## src/rtl/tone_decoder.sv

```systemverilog
// rtl/tone_decoder.sv - tone period measurement, note classification, debounce and PASS/FAIL melody detection (optional TONE_DEBUG_EN adds meas_period)

module tone_decoder #(
    parameter int CLK_HZ       = 100_000_000,
    parameter int STABLE_CNT   = 4,
    parameter int SILENCE_CLKS = 1_000_000
) (
    input  logic        clk,
    input  logic        reset,
    input  logic        tone_in,
    output logic [2:0]  note_code,
    output logic        note_valid,
    output logic        tone_present,
    output logic        detect_pass,
    output logic        detect_fail
`ifdef TONE_DEBUG_EN
    ,
    output logic [19:0] meas_period
`endif
);

    // Nominal periods in clocks, indexed by note code minus one.
    localparam int NOM [7] = '{CLK_HZ / 440, CLK_HZ / 523, CLK_HZ / 554, CLK_HZ / 587,
                               CLK_HZ / 659, CLK_HZ / 784, CLK_HZ / 1047};
    localparam logic [19:0] SIL_MAX  = 20'(SILENCE_CLKS);
    localparam logic [19:0] SIL_LAST = 20'(SILENCE_CLKS - 1);
    localparam logic [3:0]  STABLE   = 4'(STABLE_CNT);

    // Overlapping tolerance windows resolve to the lowest note code.
    function automatic logic [2:0] classify(input logic [19:0] p);
        int pv;
        int lo;
        int hi;
        classify = 3'd0;
        pv = int'({12'd0, p});
        for (int i = 6; i >= 0; i--) begin
            lo = NOM[i] - (NOM[i] >>> 5);
            hi = NOM[i] + (NOM[i] >>> 5);
            if (pv >= lo && pv <= hi) classify = 3'(i + 1);
        end
    endfunction

    function automatic logic [2:0] pass_at(input logic [2:0] i);
        case (i)
            3'd0:    pass_at = 3'd2;
            3'd1:    pass_at = 3'd5;
            3'd2:    pass_at = 3'd6;
            3'd3:    pass_at = 3'd7;
            3'd4:    pass_at = 3'd6;
            default: pass_at = 3'd7;
        endcase
    endfunction

    function automatic logic [2:0] fail_at(input logic [1:0] i);
        case (i)
            2'd0:    fail_at = 3'd4;
            2'd1:    fail_at = 3'd3;
            2'd2:    fail_at = 3'd4;
            default: fail_at = 3'd1;
        endcase
    endfunction

    logic        sync1, sync2, sync3;
    logic [19:0] cnt;
    logic        have_edge;
    logic        note_accepted;
    logic [2:0]  cand;
    logic [3:0]  stab_cnt;
    logic [2:0]  pass_idx;
    logic [1:0]  fail_idx;

    logic        rise;
    logic        silence;
    logic [19:0] period;
    logic [2:0]  cls;
    logic [2:0]  next_cand;
    logic [3:0]  next_cnt;
    logic        accept;
    logic [2:0]  pass_nx;
    logic        pass_done;
    logic [1:0]  fail_nx;
    logic        fail_done;

    // Edge detect, period measurement, debounce candidate and melody matcher next state.
    always_comb begin
        rise    = sync2 & ~sync3;
        silence = ~rise & (cnt == SIL_LAST);
        period  = cnt + 20'd1;
        cls     = classify(period);

        if (cls == cand) begin
            next_cand = cand;
            next_cnt  = (stab_cnt == 4'd15) ? 4'd15 : stab_cnt + 4'd1;
        end else begin
            next_cand = cls;
            next_cnt  = 4'd1;
        end

        accept = rise & have_edge & (next_cnt == STABLE) &
                 ((next_cand != note_code) | ~note_accepted);

        pass_done = 1'b0;
        if (next_cand == pass_at(pass_idx)) begin
            if (pass_idx == 3'd5) begin
                pass_nx   = 3'd0;
                pass_done = 1'b1;
            end else begin
                pass_nx = pass_idx + 3'd1;
            end
        end else begin
            pass_nx = (next_cand == pass_at(3'd0)) ? 3'd1 : 3'd0;
        end

        fail_done = 1'b0;
        if (next_cand == fail_at(fail_idx)) begin
            if (fail_idx == 2'd3) begin
                fail_nx   = 2'd0;
                fail_done = 1'b1;
            end else begin
                fail_nx = fail_idx + 2'd1;
            end
        end else begin
            fail_nx = (next_cand == fail_at(2'd0)) ? 2'd1 : 2'd0;
        end
    end

    // Synchronise tone_in and count clocks since the last rising edge, saturating at the silence limit.
    always_ff @(posedge clk or posedge reset) begin
        if (reset) begin
            sync1 <= 1'b0;
            sync2 <= 1'b0;
            sync3 <= 1'b0;
            cnt   <= 20'd0;
        end else begin
            sync1 <= tone_in;
            sync2 <= sync1;
            sync3 <= sync2;
            if (rise)
                cnt <= 20'd0;
            else if (cnt != SIL_MAX)
                cnt <= cnt + 20'd1;
        end
    end

    // Accept debounced notes, track silence and advance both melody matchers on each accepted note.
    always_ff @(posedge clk or posedge reset) begin
        if (reset) begin
            have_edge     <= 1'b0;
            note_accepted <= 1'b0;
            cand          <= 3'd0;
            stab_cnt      <= 4'd0;
            pass_idx      <= 3'd0;
            fail_idx      <= 2'd0;
            note_code     <= 3'd0;
            note_valid    <= 1'b0;
            tone_present  <= 1'b0;
            detect_pass   <= 1'b0;
            detect_fail   <= 1'b0;
        end else begin
            note_valid  <= 1'b0;
            detect_pass <= 1'b0;
            detect_fail <= 1'b0;
            if (silence) begin
                tone_present  <= 1'b0;
                have_edge     <= 1'b0;
                note_accepted <= 1'b0;
                cand          <= 3'd0;
                stab_cnt      <= 4'd0;
                pass_idx      <= 3'd0;
                fail_idx      <= 2'd0;
            end else if (rise) begin
                have_edge    <= 1'b1;
                tone_present <= 1'b1;
                if (have_edge) begin
                    cand     <= next_cand;
                    stab_cnt <= next_cnt;
                    if (accept) begin
                        note_code     <= next_cand;
                        note_valid    <= 1'b1;
                        note_accepted <= 1'b1;
                        pass_idx      <= pass_nx;
                        fail_idx      <= fail_nx;
                        detect_pass   <= pass_done;
                        detect_fail   <= fail_done;
                    end
                end
            end
        end
    end

`ifdef TONE_DEBUG_EN
    // Hold the most recent measured period for debug visibility.
    always_ff @(posedge clk or posedge reset) begin
        if (reset)
            meas_period <= 20'd0;
        else if (rise && have_edge)
            meas_period <= period;
    end
`endif

endmodule
```

## config.mk

```make
export PLATFORM = sky130hd
export DESIGN_NAME = tone_decoder
export DESIGN_NICKNAME = d
export VERILOG_FILES = /design/src/rtl/tone_decoder.sv
export SDC_FILE = /design/constraint.sdc
export NUM_CORES = 1
export LEC_CHECK = 0
export CORE_AREA = 2 2 133 83
export DETAILED_ROUTE_END_ITERATION = 10
export DIE_AREA = 0 0 135 85
export PLACE_DENSITY = 0.57
export SLEW_MARGIN = 10
export SYNTH_ARGS = -nofsm -noshare
export SYNTH_HDL_FRONTEND = slang
export SYNTH_SLANG_ARGS = --single-unit
export TNS_END_PERCENT = 50
```

## constraint.sdc

```tcl
create_clock -name clk -period 6.2 [get_ports clk]
set_input_delay 0.93 -clock clk [delete_from_list [all_inputs] [get_ports clk]]
set_output_delay 0.93 -clock clk [all_outputs]
set_load 0.05 [all_outputs]
```

==> After elaboration in Yosys (flattened, before gate mapping) <==
Cells that the tools add are included.
{ "classes": {"add_sub_neg": 4, "magnitude_cmp": 14, "eq_ne": 17, "muxes": 56, "n_bitwise": 10, "reduce_logical": 18} }
{ "ops": {"columns": ["operator", "count"], "rows": [
  ["less-or-equal comparator 20 x 18 -> 1 bit (second input constant)", 6],
  [">= comparator 20 x 18 -> 1 bit (second input constant)", 5],
  ["2-to-1 mux 3 bit", 17],
  [">= comparator 20 x 17 -> 1 bit (second input constant)", 2],
  ["2-to-1 mux 20 bit", 2],
  ["2-to-1 mux 1 bit", 24],
  ["adder 20 x 1 -> 20 bit (second input constant)", 1],
  ["== test 20 bit (second input constant)", 1],
  ["less-or-equal comparator 20 x 17 -> 1 bit (second input constant)", 1],
  ["2-to-1 mux 4 bit", 5],
  ["inequality test 20 bit (second input constant)", 1],
  ["2-to-1 mux 2 bit", 6],
  ["== test 3 bit", 3],
  ["== test 3 bit (second input constant)", 3],
  ["one-hot mux 3 bit (3 select lines)", 1],
  ["nonzero test 2 bit", 4],
  ["logical AND 1 bit", 7],
  ["== test 3 x 2 -> 1 bit (second input constant)", 2],
  ["one-hot mux 3 bit (2 select lines)", 1],
  ["bitwise AND 1 bit", 5],
  ["adder 4 x 1 -> 4 bit (second input constant)", 1],
  ["== test 2 bit (second input constant)", 2],
  ["== test 4 x 3 -> 1 bit (second input constant)", 1],
  ["== test 4 bit (second input constant)", 1],
  ["13 further kinds", 17]
]} }
{ "word_totals": {"register_bits": 43, "input_bits": 3, "out_inout_bits": 7, "elab_cells": 133} }

==> Logic depth before layout (Yosys ltp) <==
Gate-level depths: netlist of run 1.
{ "depth": {"depth_word": 19, "depth_mapped": 20, "depth_no_buf": 15} }

==> Worst setup path before layout of run 1 <==
No wires, ideal clock.
{ "synth_path": {"path_type": "register to register", "startpoint": "reg cnt[0]", "endpoint": "reg pass_idx[1]", "setup_ps": 125, "arrival_ps": 3898, "t_required_ps": 6075, "slack_ps": 2176, "path_stages_with_launch": 20, "path_buffers": 4, "period_less_slack_ps": 4024, "cell_sequence": "dfrtp_1 buf_2 clkbuf_1 inv_1 ha_1 or4b_2 a21oi_1 a311oi_1 nor3_1 o211ai_1 a41oi_1 a21oi_1 and4bb_1 buf_6 nand3b_1 a21oi_4 o2111ai_4 buf_4 nand3_1 nand3_1"} }
{ "synth_between": {"elab_chain_len": 18, "word_cells_on_any_way": 49, "cone_classes": "1 x add/sub; 14 x order compare; 5 x eq/ne; 14 x mux; 4 x bitwise; 11 x reduce/logical"} }
{ "synth_lines": {"columns": ["element", "line", "rtl"], "rows": [
  ["from (decl)", "64", "logic [19:0] cnt;"],
  ["from (signal assigned)", "141", "cnt <= cnt + 20'd1;"],
  ["adder 20 x 1 -> 20 bit", "88", "period = cnt + 20'd1;"],
  [">= comparator 20 x 17 -> 1 bit / less-or-equal comparator 20 x 17 -> 1 bit (equally long branches)", "39", "if (pv >= lo && pv <= hi) classify = 3'(i + 1);"],
  ["logical AND 1 bit", "39", null],
  ["2-to-1 mux 3 bit (7 in a row)", "39", null],
  ["== test 3 bit", "91", "if (cls == cand) begin"],
  ["2-to-1 mux 3 bit", "91", null],
  ["== test 3 bit", "103", "if (next_cand == pass_at(pass_idx)) begin"],
  ["2-to-1 mux 3 bit", "103", null],
  ["2-to-1 mux 3 bit", "177", "if (accept) begin"],
  ["2-to-1 mux 3 bit", "174", "if (have_edge) begin"],
  ["2-to-1 mux 3 bit", "171", "end else if (rise) begin"],
  ["2-to-1 mux 3 bit", "163", "if (silence) begin"],
  ["to (signal assigned)", "181", "pass_idx <= pass_nx;"],
  ["to (decl)", "69", "logic [2:0] pass_idx;"]
]} }
Parallel ways exist; a longest one is shown, timed or not. The select of a mux whose other input is x is not followed.
A chain may end at the register's enable or synchronous reset.

==> Worst setup path in the final report of run 1 <==
{ "layout_path": {"startpoint": "reg cnt[1]", "endpoint": "reg fail_idx[0]"} }
{ "layout_between": {"elab_chain_len": 19, "word_cells_on_any_way": 51, "cone_classes": "1 x add/sub; 14 x order compare; 6 x eq/ne; 15 x mux; 4 x bitwise; 11 x reduce/logical"} }
{ "layout_lines": {"columns": ["element", "line", "rtl"], "rows": [
  ["adder 20 x 1 -> 20 bit", "88", null],
  [">= comparator 20 x 17 -> 1 bit / less-or-equal comparator 20 x 17 -> 1 bit (equally long branches)", "39", null],
  ["logical AND 1 bit", "39", null],
  ["2-to-1 mux 3 bit (7 in a row)", "39", null],
  ["== test 3 bit", "91", null],
  ["2-to-1 mux 3 bit", "91", null],
  ["== test 3 bit", "123", "fail_nx = (next_cand == fail_at(2'd0)) ? 2'd1 : 2'd0;"],
  ["2-to-1 mux 1 bit", "123", null],
  ["2-to-1 mux 2 bit", "115", "if (next_cand == fail_at(fail_idx)) begin"],
  ["2-to-1 mux 2 bit", "177", null],
  ["2-to-1 mux 2 bit", "174", null],
  ["2-to-1 mux 2 bit", "171", null],
  ["2-to-1 mux 2 bit", "163", null],
  ["to (signal assigned)", "182", "fail_idx <= fail_nx;"],
  ["to (decl)", "70", "logic [1:0] fail_idx;"]
]} }
Parallel ways exist; a longest one is shown, timed or not. The select of a mux whose other input is x is not followed.

==> results list, run 1 <==
- The run finished with clean final reports.
* Number of flip-flops and latches in the synthesized netlist: 43
* Vias per cell: 6.80
- Required time reported for the critical path endpoint: 6370 ps
- Pin placement for this block handled 10 I/O pins.
- The final layout contains routed wiring with a total length of 15500 µm.
- Initial detailed-routing violation count: 578
* Synthesized net count: 580
- The floorplan has 29 rows.
* Arrival time reported for the critical path endpoint: 5370 ps
- Global-route wire length before repair: 24200 µm
* Area share of fa/ha/maj cells after synthesis: 0.0300
- The floorplan step set the die height to 85 µm.
* Clock latency on the worst-skew pair: 280 ps
- After clock tree synthesis, the clock-pin slew on the worst setup and hold paths is 60 ps.
- The share of the synthesized area in compound gates (AO/OA/AOI/OAI) came to 0.259.
* Share of the cycle needed by the critical path after routing: 0.837
- Htree depth: 2
- After technology mapping, the gate count stands at 567.
- Counting I/O delays and the setup requirement, the final critical path takes 5190 ps.
* Library cell occupying the most area in the post-synthesis netlist: sky130_fd_sc_hd__dfrtp_1
- Of the synthesized area, sequential elements account for 0.239.
- Slowest cell on the critical path: sky130_fd_sc_hd__dfrtp_1
- Number of buffers inserted to repair setup after CTS: 0
* RD Place Congestion: 1.04
* Asr flop ratio synth: 1.00
- Delay of the slowest cell on the worst path: 770 ps
- Ratio of cells with drive above 1 in the final layout: 0.105
- The final layout contains 562 nets.
* Layout overhead on the synthesized area: 6.66%
* Global-route congestion overflow total: 0
- The number of global-route vias before repair was 4231.
- The number of gates resized after CTS was 0.
* Clock Skews: 2.97 ps
- Clock tree from TritonCTS: yes
- In this run the standard cell core region covers 10300 µm².
- For the pin with the worst max-slew slack, the measured transition is 1080 ps.
- The die covers 11500 µm².
- The repair_antennas step left the layout with diodes totalling 0.
* Largest net degree at the start of global routing: 44
* Post-synth design cell area: 4510 µm²
- Across the VDD grid, the largest voltage drop is 0.121 mV.
* Worst hold path endpoint: sync2
* Kind of end point of the critical path: flop
- Via count: 4684
* Number of CTS-inserted buffers: 5
* Proportion of netlist area held by the largest area contributor: 0.239
* Leakage power of the design: 1.85 nW
- Hold Crit Depth: 0
- Number of failing setup endpoints in the final timing report: 0
- Counting cells, the worst reg-to-reg path comes to 14.
- The count of pins over their slew limit was 0.
- Buffer type at the clock tree root: sky130_fd_sc_hd__clkbuf_16
* Number of antenna violations at the first check in global routing: 0
- Remaining DRCs: 0
- Largest cells by area after synthesis: sky130_fd_sc_hd__dfrtp_1, sky130_fd_sc_hd__nor2_1, sky130_fd_sc_hd__nand3_1, sky130_fd_sc_hd__nand2_1, sky130_fd_sc_hd__xor2_1
- The number of hold buffers added after CTS was 0.
* Yosys warnings: 0
- Synthesized-area fraction occupied by xor and xnor cells: 0.0580
* Crit Path Max Fanout: 19
* Cell type group with the largest total delay on the critical path: compound AO/OA/AOI/OAI gates
* Worst hold path type: flop to flop
- Final TNS setup: 0 ps
- GRT Total Usage: 0.274
* Unrepaired setup endpoints after global routing: false
- Most common flop cell mapped by yosys: sky130_fd_sc_hd__dfrtp_1
* Effective utilization at floorplan: 0.438
* Final hold vios: 0
- PwrDens: 197 nW/µm²
- Critical Path Start Type: flop
- Cell variety after synth: 97
- Clk sink count: 43
- Startpoint of the lowest-slack register-to-register path: cnt[1]
- Sequence of cells on the critical path: ha_1 > nand3_2 > nor4_4 > xnor2_1 > nand2_1 > o41ai_1 > o311ai_2 > a2bb2oi_2 > a31o_1 > xor2_1 > nand2_1 > o2111ai_4 > nor3_1 > a31o_1
* Critical path buffers and inverters: 0
* Multiplexer area fraction after synthesis: 0.0178
- Setup slack on the worst reg-to-reg path comes out at 1010 ps.
- Detailed Place HPWL: 11700 µm
- Width of the chip: 135 µm
- IO Port Bufs: 9
- After synthesis, the largest family of logic cells by area is simple AND/OR/NAND/NOR gates.
- The worst hold path begins at sync1.
- Number of synthesized flops with an enable pin: 0
- In this run the remaining antenna-violating nets after routing total 0.
- Share of synthesized cell area in and, or, nand and nor gates: 0.332
* Utilization of the core after routing: 0.467
- After detailed routing, the average wire length per cell comes to 22.5 µm.
- Slew Limit Headroom: 0.272
- Max-cap violations in this run came to 0.
- The first TritonRoute pass finished after 6 iterations.
* Critical path class: flop to flop
- Averaged over all synthesized cells, the footprint is 7.96 µm².
- In this run the number of cells on the critical path is 14.
- The worst register-to-register path ends at fail_idx[0].
* Max Buffers Root-to-Sink: 2
- Derived from the worst setup path, the maximum achievable clock frequency is 193 MHz.
worst max path at each step:
stage	startpoint	endpoint	slack (ps)
finish	cnt[1]	fail_idx[0]	1010
global route	cnt[1]	detect_fail	790
CTS	cnt[1]	fail_idx[0]	1210
detailed placement	cnt[1]	fail_idx[0]	1240
global placement	cnt[1]	fail_idx[0]	1280
floorplan	cnt[0]	pass_idx[1]	2180
cell type report:
type	instances	area (µm²)
Tap cell	139	174
Clock inverter	3	43.8
Fill cell	1045	5490
Timing Repair Buffer	25	210
Clock buffer	5	125
Inverter	11	41.3
Sequential cell	43	1080
Multi-Input combinational cell	463	3140
stage by stage:
step	instances	hold slack (ps)	power, W	setup slack (ps)	cell area (µm²)
floorplan	567	331	0.000565	2180	4510
global placement	681	342	0.000635	1280	4640
detailed placement	681	345	0.000636	1240	4640
CTS	689	360	0.000943	1210	4810
global route	689	363	0.000999	794	4810
finish	689	358	0.000946	1010	4810
power by group:
group          total (W)  leakage [nW]  switching (W)  internal (W)
clock           0.000304        0.0838       0.000114      0.000190
sequential      0.000339         0.576      0.0000358      0.000303
combinational   0.000303          1.19       0.000198      0.000105
total           0.000946          1.85       0.000348      0.000597
logic make-up (layout without fill, tap and decap cells):
logic type | count (synthesis) | in the layout
AOI/OAI and AO/OA | 154 | 154
DFF | 43 | 43
and+or+nand+nor | 261 | 261
xor gates and xnor gates | 29 | 29
adders and majority gates | 11 | 11
muxes | 8 | 8
buffers and inverters | 61 | 44
Yosys cell counts (10+ instances only):
cell type,number
sky130_fd_sc_hd__xnor2_1,13
sky130_fd_sc_hd__clkbuf_1,20
sky130_fd_sc_hd__nor2_1,55
sky130_fd_sc_hd__nor3_1,22
sky130_fd_sc_hd__nand3_1,30
sky130_fd_sc_hd__a21oi_1,19
sky130_fd_sc_hd__ha_1,10
sky130_fd_sc_hd__nand4_1,19
sky130_fd_sc_hd__nand2_1,38
sky130_fd_sc_hd__inv_1,10
sky130_fd_sc_hd__o21ai_0,21
sky130_fd_sc_hd__dfrtp_1,43
sky130_fd_sc_hd__buf_2,18
sky130_fd_sc_hd__xor2_1,15
state kept, by name, summed over array words and instances (netlist names), 2 cells and up:
| register | flops |
|---|---|
| cnt | 20 |
| pass_idx | 3 |
| fail_idx | 2 |
| note_code | 3 |
| stab_cnt | 4 |
| cand | 3 |
routing by layer:
metal  wire (µm)  global-route usage  share of wire
met1        7570               0.434           0.49
met2        5980               0.366           0.39
met3        1810              0.0777           0.12
met4         159              0.0455          0.010
met5           0                   0              0
cell usage in the layout, fill, tap and decap left out, types with 9 or more instances in the layout:
cell | netlist | layout
sky130_fd_sc_hd__a21oi_1 | 19 | 19
sky130_fd_sc_hd__a31oi_1 | 9 | 9
sky130_fd_sc_hd__and2_1 | 9 | 9
sky130_fd_sc_hd__buf_4 | 5 | 16
sky130_fd_sc_hd__clkdlybuf4s50_1 | 0 | 9
sky130_fd_sc_hd__dfrtp_1 | 43 | 43
sky130_fd_sc_hd__ha_1 | 10 | 10
sky130_fd_sc_hd__inv_1 | 10 | 9
sky130_fd_sc_hd__nand2_1 | 38 | 38
sky130_fd_sc_hd__nand3_1 | 30 | 30
sky130_fd_sc_hd__nand4_1 | 19 | 19
sky130_fd_sc_hd__nor2_1 | 55 | 55
sky130_fd_sc_hd__nor3_1 | 22 | 22
sky130_fd_sc_hd__nor4_1 | 9 | 9
sky130_fd_sc_hd__o21ai_0 | 21 | 21
sky130_fd_sc_hd__o31ai_1 | 9 | 9
sky130_fd_sc_hd__xnor2_1 | 13 | 13
sky130_fd_sc_hd__xor2_1 | 15 | 15
(Power assumes the default switching activity.)
==> run 2, diff against run 1 <==
clock period = 4.95 ns   (was 6.2 ns; I/O delays follow)
==> results list, run 2 (synthesized netlist as in run 1, its figures left out) <==
* GRT met2 Usage: 0.347 (was 0.366)
- The die area was 11500 µm² (unchanged).
- CORE AREA: 10300 µm² (unchanged)
- The critical path data required time came to 5180 ps (was 6370 ps).
* Number of fillers in the final layout: 1044 (was 1045)
- Vias per cell: 6.67 (was 6.80)
- The share of the cycle needed by the critical path after routing is 0.928 (was 0.837).
- PwrDens: 239 nW/µm² (was 197 nW/µm²)
- The total global-route track usage came to 0.272 (was 0.274).
- Unrepaired setup endpoints after global routing: false (unchanged)
- The largest voltage drop on the vdd net is 0.202 mV (was 0.121 mV).
- The wire length of the first global-routing pass came to 24200 µm (about the same).
- The critical path data arrival time came to 4830 ps (was 5370 ps).
- The final RePlAce weighted congestion came to 0.984 (was 1.04).
- Largest registers: cnt (20), stab_cnt (4) (unchanged)
- Avg WL per Cell: 21.7 µm (was 22.5 µm)
- Final hold vios: 0 (unchanged)
- Clock Skews: 5.04 ps (was 2.97 ps)
- The count of nets left with antenna violations after detail routing is 0 (unchanged).
- Total number of nets in the final design: 575 (was 562)
* Critical Path Start Type: flop (unchanged)
- The sum of overflow across all layers after global routing was 0 (unchanged).
- The count of routing violations after the opening detailed-route iteration came to 572 (was 578).
* Critical path class: flop to flop (unchanged)
- The count of antenna diodes in the layout was 0 (unchanged).
- Effective utilization at floorplan: 0.438 (unchanged)
- The number of failing setup endpoints in the final timing report was 0 (unchanged).
* Number of gates given a new drive strength after cts: 0 (unchanged)
* Met1 demand-to-capacity share in global routing: 0.435 (was 0.434)
- Post-layout min period: 4590 ps (was 5190 ps)
- Startpoint of the most critical setup path: cnt[1] (unchanged)
- The global-route layer with the greatest usage is met1 (unchanged).
- The total CTS buffers is 5 (unchanged).
* Number of standard-cell rows in the floorplan: 29 (unchanged)
- Largest register FFs: 20 (unchanged)
* IO Port Bufs: 9 (unchanged)
- Clk sink count: 43 (unchanged)
- Clk pin slew, worst setup/hold paths: 60 ps (about the same)
* Most frequent cells in the layout: sky130_fd_sc_hd__nor2_1, sky130_fd_sc_hd__dfrtp_1, sky130_fd_sc_hd__nand2_1 (unchanged)
* Startpoint of the lowest-slack register-to-register path: cnt[1] (unchanged)
- Launch instance of the worst min-delay path: sync1 (unchanged)
- The estimated wirelength of the detail-placed design is 11500 µm (was 11700 µm).
- Number of max-slew violations in the final report: 0 (unchanged)
- Leakage power of the design: 1.89 nW (was 1.85 nW)
- Outcome: completed (unchanged)
* Number of antenna violations at the first check in global routing: 0 (unchanged)
* Clock latency on the worst-skew pair: 290 ps (was 280 ps)
- Die span in y: 85 µm (unchanged)
- Overall power of the completed layout: 0.00117 W (was 0.000946 W)
- The DRC violations left was 0 (unchanged).
* Tightest Pin Transition: 1160 ps (was 1080 ps)
- The TritonCTS clock tree is yes (unchanged).
- The share of layout cells above drive strength 1 is 0.124 (was 0.105).
* Final TNS setup: 0 ps (unchanged)
* Max Buffers Root-to-Sink: 2 (unchanged)
- The register with the highest flop count was cnt (unchanged).
- Met3 demand-to-capacity share in global routing: 0.0974 (was 0.0777)
* Worst hold path type: flop to flop (unchanged)
* Crit Path Max Fanout: 18 (was 19)
- The post-synthesis to final-layout area growth came to 8.21% (was 6.66%).
* Max_cap viols: 0 (unchanged)
- Number of buffers inserted to repair setup after CTS: 0 (unchanged)
- Total wire length: 15200 µm (was 15500 µm)
* Top-level port count: 10 (unchanged)
- The worst slew margin relative to its limit is 0.219 (was 0.272).
- The total via count in the routed design is 4681 (was 4684).
- The commonest non-fill, non-tap cell in the layout is sky130_fd_sc_hd__nor2_1 (unchanged).
- The maximum number of pins on one net before global-route repair was 44 (unchanged).
- The root buffer cell is sky130_fd_sc_hd__clkbuf_16 (unchanged).
- Htree depth: 2 (unchanged)
* First-pass iteration count of the detailed router: 7 (was 6)
- Width of the chip: 135 µm (unchanged)
- Kind of end point of the critical path: flop (unchanged)
- The hold buffer count at cts came to 0 (unchanged).
- Vias in the first global route: 4242 (was 4231)
- The upper clock frequency limit is 218 MHz (was 193 MHz).
==> run 2: changes by cell type in the layout (fill, tap and decap cells not counted) <==
cell and delta:
sky130_fd_sc_hd__buf_4 +13, sky130_fd_sc_hd__clkinv_4 -1, sky130_fd_sc_hd__bufinv_16 -1, sky130_fd_sc_hd__clkinvlp_4 +1
sky130_fd_sc_hd__clkbuf_1 +1
==> run 2: final cells by class <==
class                   instances  area [µm²]  share of cell area
multi-input cells             463        3140               0.643
inverters                      11        41.3             0.00846
repair buffers                 38         308              0.0631
clock buffers                   6         129              0.0264
clock inverters                 2        12.5             0.00256
flip-flops and latches         43        1080               0.220
well taps                     139         174              0.0356
==> run 2: where the power goes <==
part           switching (W)  internal (W)  leakage, nW
logic               0.000280      0.000137         1.25
registers          0.0000329      0.000380        0.576
clock network       0.000149      0.000187       0.0669
==> run 2: critical path, stage by stage (launching register included) <==
cell and delay (ps):
sky130_fd_sc_hd__dfrtp_1 360, sky130_fd_sc_hd__buf_4 260, sky130_fd_sc_hd__and4_1 490, sky130_fd_sc_hd__nand2_1 140
sky130_fd_sc_hd__or4_4 540, sky130_fd_sc_hd__a21oi_1 290, sky130_fd_sc_hd__and4_4 280, sky130_fd_sc_hd__mux2i_1 240
sky130_fd_sc_hd__a21oi_1 140, sky130_fd_sc_hd__and4bb_1 600, sky130_fd_sc_hd__nand3b_1 220, sky130_fd_sc_hd__a21oi_4 280
sky130_fd_sc_hd__o2111ai_4 290, sky130_fd_sc_hd__nor3b_2 250, sky130_fd_sc_hd__and2_1 140
==> run 2: per-layer routing <==
layer / wire (µm) / vias to the layer above
met5: 0 / -
met4: 156 / 0
met3: 2120 / 23
met2: 5710 / 289
met1: 7250 / 2235
li1: - / 2134
==> run 2: metrics by stage <==
| step | util | std cells | area [µm²] | worst slack [ps] | hold slack [ps] |
|---|---|---|---|---|---|
| final | 0.474 | 702 | 4880 | 357 | 362 |
| after global routing | 0.474 | 702 | 4880 | 89.0 | 377 |
| after CTS | 0.474 | 702 | 4880 | 457 | 367 |
| after detailed placement | 0.460 | 694 | 4740 | 489 | 340 |
| after global placement | 0.460 | 694 | 4740 | 539 | 344 |
| after floorplan | - | 567 | 4510 | 926 | 331 |
==> run 2: final timing paths <==
| kind | depth (start not counted) | slack, ps | to |
|---|---|---|---|
| max | 14 | 360 | detect_fail |
| min | 0 | 360 | sync2 |
| max reg2reg | 14 | 360 | detect_fail |
| min reg2reg | 0 | 360 | sync2 |
| max in group asynchronous | 2 | 3390 | cnt[14] |
| min in group asynchronous | 2 | 970 | stab_cnt[1] |
==> run 3, diff against run 2 <==
GPL_ROUTABILITY_DRIVEN = 0   (was unset)
==> results list, run 3 (synthesized netlist as in run 1, its figures left out) <==
* Number of fillers in the final layout: 1017 (was 1044)
- Total wire length: 14800 µm (was 15200 µm)
- CORE AREA: 10300 µm² (unchanged)
- Number of max-slew violations in the final report: 0 (unchanged)
* Buffer type at the clock tree root: sky130_fd_sc_hd__clkbuf_16 (unchanged)
* Max_cap viols: 0 (unchanged)
- The total buffers and inverters traversed by the critical path came to 2 (was 1).
- Clk sink count: 43 (unchanged)
* Worst hold path endpoint: sync2 (unchanged)
- Post-layout min period: 4640 ps (was 4590 ps)
* Ratio of cells with drive above 1 in the final layout: 0.122 (was 0.124)
- The final non-filler cell total is 698 (was 702).
* Number of gates given a new drive strength after cts: 0 (unchanged)
- The share of the core filled with cells in the final layout is 0.473 (was 0.474).
* Number of antenna violations at the first check in global routing: 0 (unchanged)
- Delay of the slowest cell on the worst path: 650 ps (was 600 ps)
* Count of hold-fix buffers inserted at cts: 0 (unchanged)
* Final antenna diode count: 0 (unchanged)
- GRT Total Usage: 0.270 (was 0.272)
* Width of the chip: 135 µm (unchanged)
- The family with the most delay on the worst path was simple AND/OR/NAND/NOR gates (unchanged).
- Detailed Place HPWL: 11200 µm (was 11500 µm)
- The number of global-route vias before repair was 4186 (was 4242).
* Worst slack on hold paths: 357 ps (was 362 ps)
- Arrival time reported for the critical path endpoint: 4870 ps (was 4830 ps)
- The critical register-to-register path startpoint is cnt[0] (was cnt[1]).
* Leakage power of the design: 1.88 nW (was 1.89 nW)
- The chip height was 85 µm (unchanged).
* Final TNS setup: 0 ps (unchanged)
* Launch instance of the worst min-delay path: sync1 (unchanged)
* Global-route congestion overflow total: 0 (unchanged)
- The commonest non-fill, non-tap cell in the layout was sky130_fd_sc_hd__nor2_1 (unchanged).
* Cell area reported after detailed placement: 4720 µm² (was 4740 µm²)
- Most flop-heavy register: cnt (unchanged)
- The count of routing violations after the opening detailed-route iteration was 666 (was 572).
- Remaining DRCs: 0 (unchanged)
- Hold Crit Depth: 0 (unchanged)
- Outcome: completed (unchanged)
- Total number of nets in the final design: 571 (was 575)
- The maximum number of pins on one net before global-route repair is 44 (unchanged).
* Number of failing setup endpoints in the final timing report: 0 (unchanged)
* Number of standard-cell rows in the floorplan: 29 (unchanged)
* Largest registers: cnt (20), stab_cnt (4) (unchanged)
* Cell type with the highest occurrence count on the critical path: sky130_fd_sc_hd__a21oi_1 (unchanged)
* PwrDens: 242 nW/µm² (was 239 nW/µm²)
* Sequence of cells on the critical path: buf_4 > inv_1 > ha_1 > or4b_2 > a21oi_1 > a311oi_1 > nor3_1 > o211ai_1 > a41oi_1 > a21oi_1 > and4bb_2 > nand3b_1 > a21oi_4 > o2111ai_4 > nor3b_2 > and2_1 (was buf_4 > and4_1 > nand2_1 > or4_4 > a21oi_1 > and4_4 > mux2i_1 > a21oi_1 > and4bb_1 > nand3b_1 > a21oi_4 > o2111ai_4 > nor3b_2 > and2_1)
- DIE AREA: 11500 µm² (unchanged)
* Clock Skews: 6.58 ps (was 5.04 ps)
* Final design area excluding fillers: 4870 µm² (was 4880 µm²)
- The post-synthesis to final-layout area growth came to 7.99% (was 8.21%).
- Number of CTS-inserted buffers: 5 (unchanged)
- The count of nets left with antenna violations after detail routing is 0 (unchanged).
- Max IR drop VDD: 0.262 mV (was 0.202 mV)
- The clock insertion delay at the later pin of the skew report was 300 ps (was 290 ps).
- Setup slack, reg-to-reg: 310 ps (was 360 ps)
- The flip-flop count of the largest register after layout is 20 (unchanged).
- The startpoint-to-endpoint class of the critical path is flop to flop (unchanged).
* Crit Path Max Fanout: 20 (was 18)
* Slew Limit Headroom: 0.284 (was 0.219)
- Clock tree from TritonCTS: yes (unchanged)
* First-pass iteration count of the detailed router: 6 (was 7)
* Clk pin slew, worst setup/hold paths: 70 ps (was 60 ps)
- The wire length of the first global-routing pass is 24100 µm (was 24200 µm).
- Most frequent cells in the layout: sky130_fd_sc_hd__nor2_1, sky130_fd_sc_hd__dfrtp_1, sky130_fd_sc_hd__nand2_1 (unchanged).
- The number of cells traversed by the worst register-to-register path is 16 (was 14).
* Required time reported for the critical path endpoint: 5180 ps (about the same)
- The final hold violation count is 0 (unchanged).
- Via count: 4636 (was 4681)
* Fmax: 216 MHz (was 218 MHz)
- The type of the most critical hold path is flop to flop (unchanged).
- Kind of end point of the critical path: flop (unchanged)
* DP Cell Count: 690 (was 694)
- Vias per cell: 6.64 (was 6.67)
* Worst R2R End: detect_fail (unchanged)
- The number of buffers added for setup after CTS is 0 (unchanged).
- The type of element launching the critical path was a flop (unchanged).
- Top-level port count: 10 (unchanged)
* Effective utilization at floorplan: 0.438 (unchanged)
- Htree depth: 2 (unchanged)
- IO Port Bufs: 9 (unchanged)
- The standard cell with the maximum stage delay on the critical path is sky130_fd_sc_hd__or4b_2 (was sky130_fd_sc_hd__and4bb_1).
* Max Buffers Root-to-Sink: 2 (unchanged)
- Share of the cycle needed by the critical path after routing: 0.937 (was 0.928)
- Avg WL per Cell: 21.2 µm (was 21.7 µm)
- Unrepaired setup endpoints after global routing: false (unchanged)
- The transition time at the pin with the least slew margin is 1060 ps (was 1160 ps).
-- run 3: how the worst max path moves through the flow --
stage	cells after the start	to	start	slack (ps)
after detailed placement	16	detect_fail	cnt[0]	350
after global placement	16	detect_fail	cnt[0]	470
final	16	detect_fail	cnt[0]	310
after floorplan	19	pass_idx[1]	cnt[0]	930
after CTS	16	detect_fail	cnt[0]	330
after global routing	14	fail_idx[0]	cnt[0]	40
-- run 3: cell type report --
cell class | count | area [µm²] | share of cell area
Inverter | 11 | 41.3 | 0.00848
Clock buffer | 5 | 125 | 0.0257
Timing Repair Buffer | 34 | 290 | 0.0596
Sequential cell | 43 | 1080 | 0.221
Multi-Input combinational cell | 463 | 3140 | 0.645
Tap cell | 139 | 174 | 0.0357
Clock inverter | 3 | 23.8 | 0.00488
-- run 3: layer usage --
metal,vias to the layer above,share of wire,track usage
met3,25,0.13,0.0980
met5,-,0,0
met2,267,0.37,0.330
met4,0,0.014,0.0587
met1,2214,0.49,0.434
li1,2130,-,-
-- run 3: per-stage QoR --
stage | worst slack, ps | power, W
after floorplan | 926 | 0.000708
after global placement | 466 | 0.000816
after detailed placement | 346 | 0.000818
after CTS | 329 | 0.00116
after global routing | 37.8 | 0.00124
final | 314 | 0.00118
-- run 3: power by group --
part | switching [W] | total [W] | internal, W
Combinational | 0.000272 | 0.000414 | 0.000141
Clock | 0.000159 | 0.000348 | 0.000189
Sequential | 0.0000369 | 0.000416 | 0.000379
